## config.mk

```make
export PLATFORM = sky130hd
export DESIGN_NAME = singleport_ram_be_ctrl
export DESIGN_NICKNAME = d
export VERILOG_FILES = /design/src/rtl/ram_ctrl_pkg.sv /design/src/rtl/ram_rsp_fifo.sv /design/src/rtl/singleport_ram_be_ctrl.sv
export SDC_FILE = /design/constraint.sdc
export NUM_CORES = 1
export LEC_CHECK = 0
export CAP_MARGIN = 10
export CORE_MARGIN = 8
export CORE_UTILIZATION = 60
export CTS_BUF_LIST = sky130_fd_sc_hd__clkbuf_8
export DETAILED_ROUTE_END_ITERATION = 10
export DONT_BUFFER_PORTS = 1
export PLACE_DENSITY_LB_ADDON = 0.3
export SYNTH_ARGS = -nofsm -noshare
export SYNTH_HDL_FRONTEND = slang
export SYNTH_SLANG_ARGS = --single-unit
```

## constraint.sdc

```tcl
create_clock -name clk -period 2.8 [get_ports clk]
set_input_delay 0.84 -clock clk [delete_from_list [all_inputs] [get_ports clk]]
set_output_delay 0.84 -clock clk [all_outputs]
set_load 0.05 [all_outputs]
```

## src/rtl/ram_ctrl_pkg.sv

```systemverilog
// Shared types and helpers for the byte-enabled single-port RAM initiator.
// Optional bounds checking is enabled with the RAM_BOUNDS_CHECK_EN macro.
package ram_ctrl_pkg;

  typedef enum logic {
    REQ_RD = 1'b0,
    REQ_WR = 1'b1
  } req_kind_e;

  function automatic int rd_latency(input int out_regs);
    return 3 + out_regs;
  endfunction

  function automatic int credit_w(input int depth);
    return $clog2(depth + 1);
  endfunction

endpackage

```

## src/rtl/ram_rsp_fifo.sv

```systemverilog
// Circular response FIFO with wrap-around pointers.
// Used by singleport_ram_be_ctrl (bounds check via RAM_BOUNDS_CHECK_EN).
module ram_rsp_fifo #(
  parameter  int DATA_W = 8,
  parameter  int DEPTH  = 4,
  localparam int CW     = $clog2(DEPTH + 1)
) (
  input  logic              clk,
  input  logic              rst_n,
  input  logic              i_push,
  input  logic [DATA_W-1:0] i_din,
  input  logic              i_pop,
  output logic [DATA_W-1:0] o_dout,
  output logic              o_full,
  output logic              o_empty,
  output logic [CW-1:0]     o_count
);

  localparam int PW = (DEPTH > 1) ? $clog2(DEPTH) : 1;

  logic [DATA_W-1:0] r_mem [DEPTH];
  logic [PW-1:0]     r_wr;
  logic [PW-1:0]     r_rd;
  logic [CW-1:0]     r_cnt;
  logic              w_push;
  logic              w_pop;

  function automatic logic [PW-1:0] nxt(
    input logic [PW-1:0] p
  );
    return (p == PW'(DEPTH - 1)) ? '0 : p + 1'b1;
  endfunction

  assign w_push = i_push & ~o_full;
  assign w_pop  = i_pop & ~o_empty;

  always_ff @(posedge clk or negedge rst_n) begin
    if (!rst_n) begin
      for (int i = 0; i < DEPTH; i++) begin
        r_mem[i] <= '0;
      end
      r_wr  <= '0;
      r_rd  <= '0;
      r_cnt <= '0;
    end else begin
      if (w_push) begin
        r_mem[r_wr] <= i_din;
        r_wr        <= nxt(r_wr);
      end
      if (w_pop) begin
        r_rd <= nxt(r_rd);
      end
      unique case ({w_push, w_pop})
        2'b10:   r_cnt <= r_cnt + 1'b1;
        2'b01:   r_cnt <= r_cnt - 1'b1;
        default: r_cnt <= r_cnt;
      endcase
    end
  end

  assign o_dout  = r_mem[r_rd];
  assign o_full  = (r_cnt == CW'(DEPTH));
  assign o_empty = (r_cnt == '0);
  assign o_count = r_cnt;

endmodule

```

## src/rtl/singleport_ram_be_ctrl.sv

```systemverilog
// Request/response initiator for singleport_ram_be (input regs = 1).
// RAM_BOUNDS_CHECK_EN: block out-of-range RAM access, flag err_oob.
module singleport_ram_be_ctrl
  import ram_ctrl_pkg::*;
#(
  parameter int ADDR_W       = 8,
  parameter int DATA_W       = 8,
  parameter int NUM_BE       = 1,
  parameter int WORDS        = 256,
  parameter int RAM_OUT_REGS = 0,
  parameter int RSP_DEPTH    = 4
) (
  input  logic              clk,
  input  logic              a_rst,
  input  logic              req_valid,
  output logic              req_ready,
  input  logic              req_we,
  input  logic [NUM_BE-1:0] req_be,
  input  logic [ADDR_W-1:0] req_addr,
  input  logic [DATA_W-1:0] req_wdata,
  output logic              rsp_valid,
  input  logic              rsp_ready,
  output logic [DATA_W-1:0] rsp_rdata,
  output logic [ADDR_W-1:0] ram_addr,
  output logic [DATA_W-1:0] ram_data_in,
  output logic [NUM_BE-1:0] ram_re,
  output logic [NUM_BE-1:0] ram_we,
  output logic              ram_en,
  input  logic [DATA_W-1:0] ram_data_out,
  output logic              err_oob
);

  localparam int LAT  = rd_latency(RAM_OUT_REGS);
  localparam int PIPE = LAT - 1;
  localparam int CW   = credit_w(RSP_DEPTH);

  if ((DATA_W % NUM_BE) != 0) begin : g_bad_be
    $error("DATA_W must be a multiple of NUM_BE");
  end
  if (WORDS < 1 || $clog2(WORDS) > ADDR_W) begin : g_bad_words
    $error("WORDS does not fit ADDR_W");
  end

  typedef struct packed {
    req_kind_e         kind;
    logic [NUM_BE-1:0] be;
    logic [ADDR_W-1:0] addr;
    logic [DATA_W-1:0] wdata;
  } req_t;

  req_t              w_req;
  logic              w_acc;
  logic              w_rd_acc;
  logic              w_oob;
  logic              w_push;
  logic              w_pop;
  logic              w_full;
  logic              w_empty;
  logic [CW-1:0]     w_count;
  logic [DATA_W-1:0] w_push_data;

  logic [ADDR_W-1:0] r_addr;
  logic [DATA_W-1:0] r_data;
  logic [NUM_BE-1:0] r_re;
  logic [NUM_BE-1:0] r_we;
  logic              r_en;
  logic [PIPE-1:0]   r_pipe;
  logic [PIPE-1:0]   r_pipe_oob;
  logic [CW-1:0]     r_cred;

  assign w_req = '{
    kind:  req_we ? REQ_WR : REQ_RD,
    be:    req_be,
    addr:  req_addr,
    wdata: req_wdata
  };

`ifdef RAM_BOUNDS_CHECK_EN
  logic r_err;
  assign w_oob = (int'(w_req.addr) >= WORDS);
  always_ff @(posedge clk or negedge a_rst) begin
    if (!a_rst) begin
      r_err <= 1'b0;
    end else if (w_acc && w_oob) begin
      r_err <= 1'b1;
    end
  end
  assign err_oob = r_err;
`else
  assign w_oob   = 1'b0;
  assign err_oob = 1'b0;
`endif

  // Writes bypass the credit check: they never produce a response.
  assign req_ready = a_rst &
    ((r_cred != '0) | (w_req.kind == REQ_WR));
  assign w_acc    = req_valid & req_ready;
  assign w_rd_acc = w_acc & (w_req.kind == REQ_RD);
  assign w_pop    = rsp_valid & rsp_ready;
  assign w_push   = r_pipe[PIPE-1];
  assign w_push_data =
    r_pipe_oob[PIPE-1] ? '0 : ram_data_out;

  always_ff @(posedge clk or negedge a_rst) begin
    if (!a_rst) begin
      r_addr     <= '0;
      r_data     <= '0;
      r_re       <= '0;
      r_we       <= '0;
      r_en       <= 1'b0;
      r_pipe     <= '0;
      r_pipe_oob <= '0;
      r_cred     <= CW'(RSP_DEPTH);
    end else begin
      r_en <= 1'b1;
      r_re <= '0;
      r_we <= '0;
      if (w_acc) begin
        r_addr <= w_req.addr;
        r_data <= w_req.wdata;
        if (!w_oob) begin
          unique case (1'b1)
            (w_req.kind == REQ_WR): r_we <= w_req.be;
            default:                r_re <= '1;
          endcase
        end
      end
      r_pipe     <= {r_pipe[PIPE-2:0], w_rd_acc};
      r_pipe_oob <= {r_pipe_oob[PIPE-2:0],
                     w_rd_acc & w_oob};
      unique case ({w_rd_acc, w_pop})
        2'b10:   r_cred <= r_cred - 1'b1;
        2'b01:   r_cred <= r_cred + 1'b1;
        default: r_cred <= r_cred;
      endcase
    end
  end

  ram_rsp_fifo #(
    .DATA_W (DATA_W),
    .DEPTH  (RSP_DEPTH)
  ) u_fifo (
    .clk     (clk),
    .rst_n   (a_rst),
    .i_push  (w_push),
    .i_din   (w_push_data),
    .i_pop   (w_pop),
    .o_dout  (rsp_rdata),
    .o_full  (w_full),
    .o_empty (w_empty),
    .o_count (w_count)
  );

  assign rsp_valid   = ~w_empty;
  assign ram_addr    = r_addr;
  assign ram_data_in = r_data;
  assign ram_re      = r_re;
  assign ram_we      = r_we;
  assign ram_en      = r_en;

`ifndef SYNTHESIS
  // Credits plus queued plus in-flight reads always equal the depth.
  always @(posedge clk) begin
    if (a_rst && w_push && w_full) begin
      $display("ram_rsp_fifo overflow");
      $finish;
    end
    if (a_rst && (int'(w_count) + $countones(r_pipe)
        + int'(r_cred)) != RSP_DEPTH) begin
      $display("ram_ctrl credit accounting broken");
      $finish;
    end
  end
`endif

endmodule

```

==> key figures <==
Drt
  – Post-route DRC: 0
  – TritonRoute pass-1 iters: 4
  – Routed Antenna Nets: 0
  – Vias: 1397
  – Detail-routed via count per cell: between 5 and 6
  – Wire length per cell: about 21 um
  – Total Wirelength: 5084 um
  – DRT iter0 DRCs: 58

Cells and area
  – N_diodes: 0
  – Fill count: 310
  – Share of cells above drive strength 1: 46.03%
  – Core Util, Final: 68.72%
  – P&R area growth vs syn: 9.405%
  – Layout net count: 223
  – Fin area: roughly 0.003 mm2

Global routing
  – All-Layer GR Usage: 15.07%
  – Number of global-route vias before repair: 1611
  – Total gr overflow: 0
  – Initial antenna violation count: 0
  – Global-route wire length before repair: roughly 8200 um
  – Largest net degree at the start of global routing: 65

Floorplan
  – # rows: 24
  – Boundary Pins: 60
  – Die area: around 0.007 mm2
  – Chip width: approximately 84 um
  – Initial Utilization: 62.81%
  – Die Height: 83.75 um
  – Core Area: 0.004384 mm2

Clock tree
  – Clk sinks: 62
  – Clock latency on the worst-skew pair: 0.33 ns
  – CTS Buf Count: 9
  – Root Buffer: clkbuf_8
  – Bufs on Longest Clock Path: 2
  – Post-CTS setup repair buffer count: 0
  – Hold_buf cts: 0
  – TritonCTS clock tree: built
  – Clk pin slew, worst setup/hold paths: approximately 0.070 ns
  – Post-CTS Resized: 0
  – H-tree levels: 3

Timing
  – Worst-margin pin slew: 0.6073 ns
  – Clock Skew: roughly 0.0069 ns
  – Hold Violations, Final: 0
  – Unrepaired setup endpoints after global routing: false
  – Slew Viols, Final: 0
  – Fmax: 0.3757 GHz
  – Crit path time final: 2.662 ns
  – Setup TNS: 0 ns
  – Final setup violation count: 0
  – Max transition margin: 59.51%
  – Crit share post-route: between 90% and 100%

Placement
  – Input/output buffers: 0
  – Dpl cell area: 0.002798 mm2
  – Post-DP HPWL: roughly 3600 um
  – RePlAce Congestion: 0.6498

Logic synthesis
  – Synth warn: 0
  – Post-synth cell types: 26
  – FF+latch count, synth: 62
  – Net count after synthesis: about 210
  – Mapped Area: 0.002754 mm2
  – Post-synthesis mux area share: 29.53%
  – Syn Area/Cell: 15.74 um2
  – Seq/Total Area, Yosys: 56.38%
  – Synth Area in Simple Gates: under 10%
  – Synth Area in Compound Gates: 0%
  – XOR/XNOR share of the synthesized area: 1.908%
  – Post-synthesis adder-cell area fraction: 4.634%
  – Cells after Synth: 175
  – Largest family of logic cells by synthesized area: multiplexers

Critical path
  – Crit-path max FO: 11
  – Worst path cell trace: mux4_2
  – Reg2reg start: r_cred[0]$_DFFE_PN0P_
  – WS Path Type: flip-flop to output port
  – Arr. time, crit path: ~1.8 ns
  – Critical Path Max Stage Delay: 0.76 ns
  – CP endpoint kind: output port
  – Crit start category: flip-flop
  – Reg-to-reg slack, setup: 0.50 ns
  – Data required, critical path: 1.96 ns
  – Crit-path leading delay family: multiplexers
  – Buffers and inverters on the worst path: 0
  – Crit-path slowest cell: mux4_2
  – Critical path launch point: u_fifo.r_rd[0]$_DFFE_PN0P_

Power
  – Pleak: 1.378 nW
  – Pwr Total: between 0.003 and 0.004 W
  – Worst-case vdd ir drop: 0.6111 mV
  – Pwr dens: 1291 mW/mm2

Run status
  – Outcome: finished, final reports clean

Run
  – Maxcap violations: 0

Worst hold path
  – Min-delay worst type: input port to async pin
==> cells in the final DEF (no fill, tap or decap), types with 4 or more instances in the layout <==
cell and n:
ha_1 7, dfrtp_1 61, nor2_1 6, inv_1 9, nor2_2 4, nand2_1 6, clkbuf_8 10, mux4_2 8
xor2_1 4, mux2_4 7, mux2_2 46
==> cell families after synthesis <==
| family | after synthesis |
|---|---|
| xor gates and xnor gates | 6 |
| other | 2 |
| muxes | 62 |
| and+or+nand+nor | 23 |
| adders and majority gates | 9 |
| buffers and inverters | 11 |
| DFF | 62 |
==> registers in the layout, summed over array words and instances, names as in the netlist <==
signal and count:
ram_addr 8, u_fifo.r_rd 2, ram_we 1, ram_data_in 8
u_fifo.r_mem 32, r_pipe 2, ram_en 1, u_fifo.r_wr 2
u_fifo.o_count 3, r_cred 3
==> routing by layer <==
metal	up-vias	share of wire [%]	GRT usage, %
met1	712	39	16.17
met4	0	1.6	7.535
li1	631	-	-
met3	8	7.9	6.445
met5	-	0	0
met2	46	51	24.77
==> synth_stat cells <==
master / count / area share (%)
dfrtp_1: 61 / 55
mux2_2: 46 / 19
mux4_2: 8 / 6.5
ha_1: 7 / 3.2
inv_1: 7 / 0.95
mux2_4: 7 / 3.8
nand2_1: 6 / 0.82
nor2_1: 6 / 0.82
nor2_2: 4 / 0.91
xor2_1: 4 / 1.3
conb_1: 2 / 0.27
fa_1: 2 / 1.5
xnor2_1: 2 / 0.64
and2_2: 1 / 0.27
buf_1: 1 / 0.14
buf_12: 1 / 0.73
buf_2: 1 / 0.18
buf_4: 1 / 0.27
dfstp_2: 1 / 0.95
mux2i_1: 1 / 0.36
nand2b_1: 1 / 0.23
nand3_4: 1 / 0.64
nor3b_2: 1 / 0.45
or2_2: 1 / 0.23
or3_1: 1 / 0.23
or4_4: 1 / 0.41
==> where the power goes <==
part           switching [W]  internal [W]
clock network       0.000322      0.000516
logic               0.000712      0.000579
registers           0.000513       0.00125
==> cell type report <==
type / instances / area, um2 / share of cell area [%]
Timing Repair Buffer: 2 / 15.01 / 0.4983
Clock buffer: 10 / 137.6 / 4.568
Tap cell: 52 / 65.06 / 2.159
Inverter: 7 / 26.28 / 0.8721
Clock inverter: 6 / 77.57 / 2.575
Sequential cell: 62 / 1553 / 51.54
Multi-Input combinational cell: 102 / 1139 / 37.79
==> worst paths after layout <==
kind / end / cells after the start
min in group clk: u_fifo.r_mem[13]$_DFFE_PN0P_ / 1
worst max-delay path: rsp_rdata[6] / 1
worst max register to register: r_cred[2]$_DFFE_PN1P_ / 9
worst min-delay path: ram_data_in[7]$_DFFE_PN0P_ / 0
worst min register to register: u_fifo.r_mem[13]$_DFFE_PN0P_ / 1
max in group asynchronous: r_cred[2]$_DFFE_PN1P_ / 0
==> per-stage QoR <==
stage	std cells	hold slack (ns)	worst slack, ns
after floorplan	175	0.4469	0.07753
after global placement	225	0.4663	0.2926
after detailed placement	225	0.4905	0.2098
after CTS	241	0.1794	0.09362
after global routing	241	0.1783	0.02610
final	241	0.2005	0.1384
Note: power is estimated with default switching activity, not from simulation.
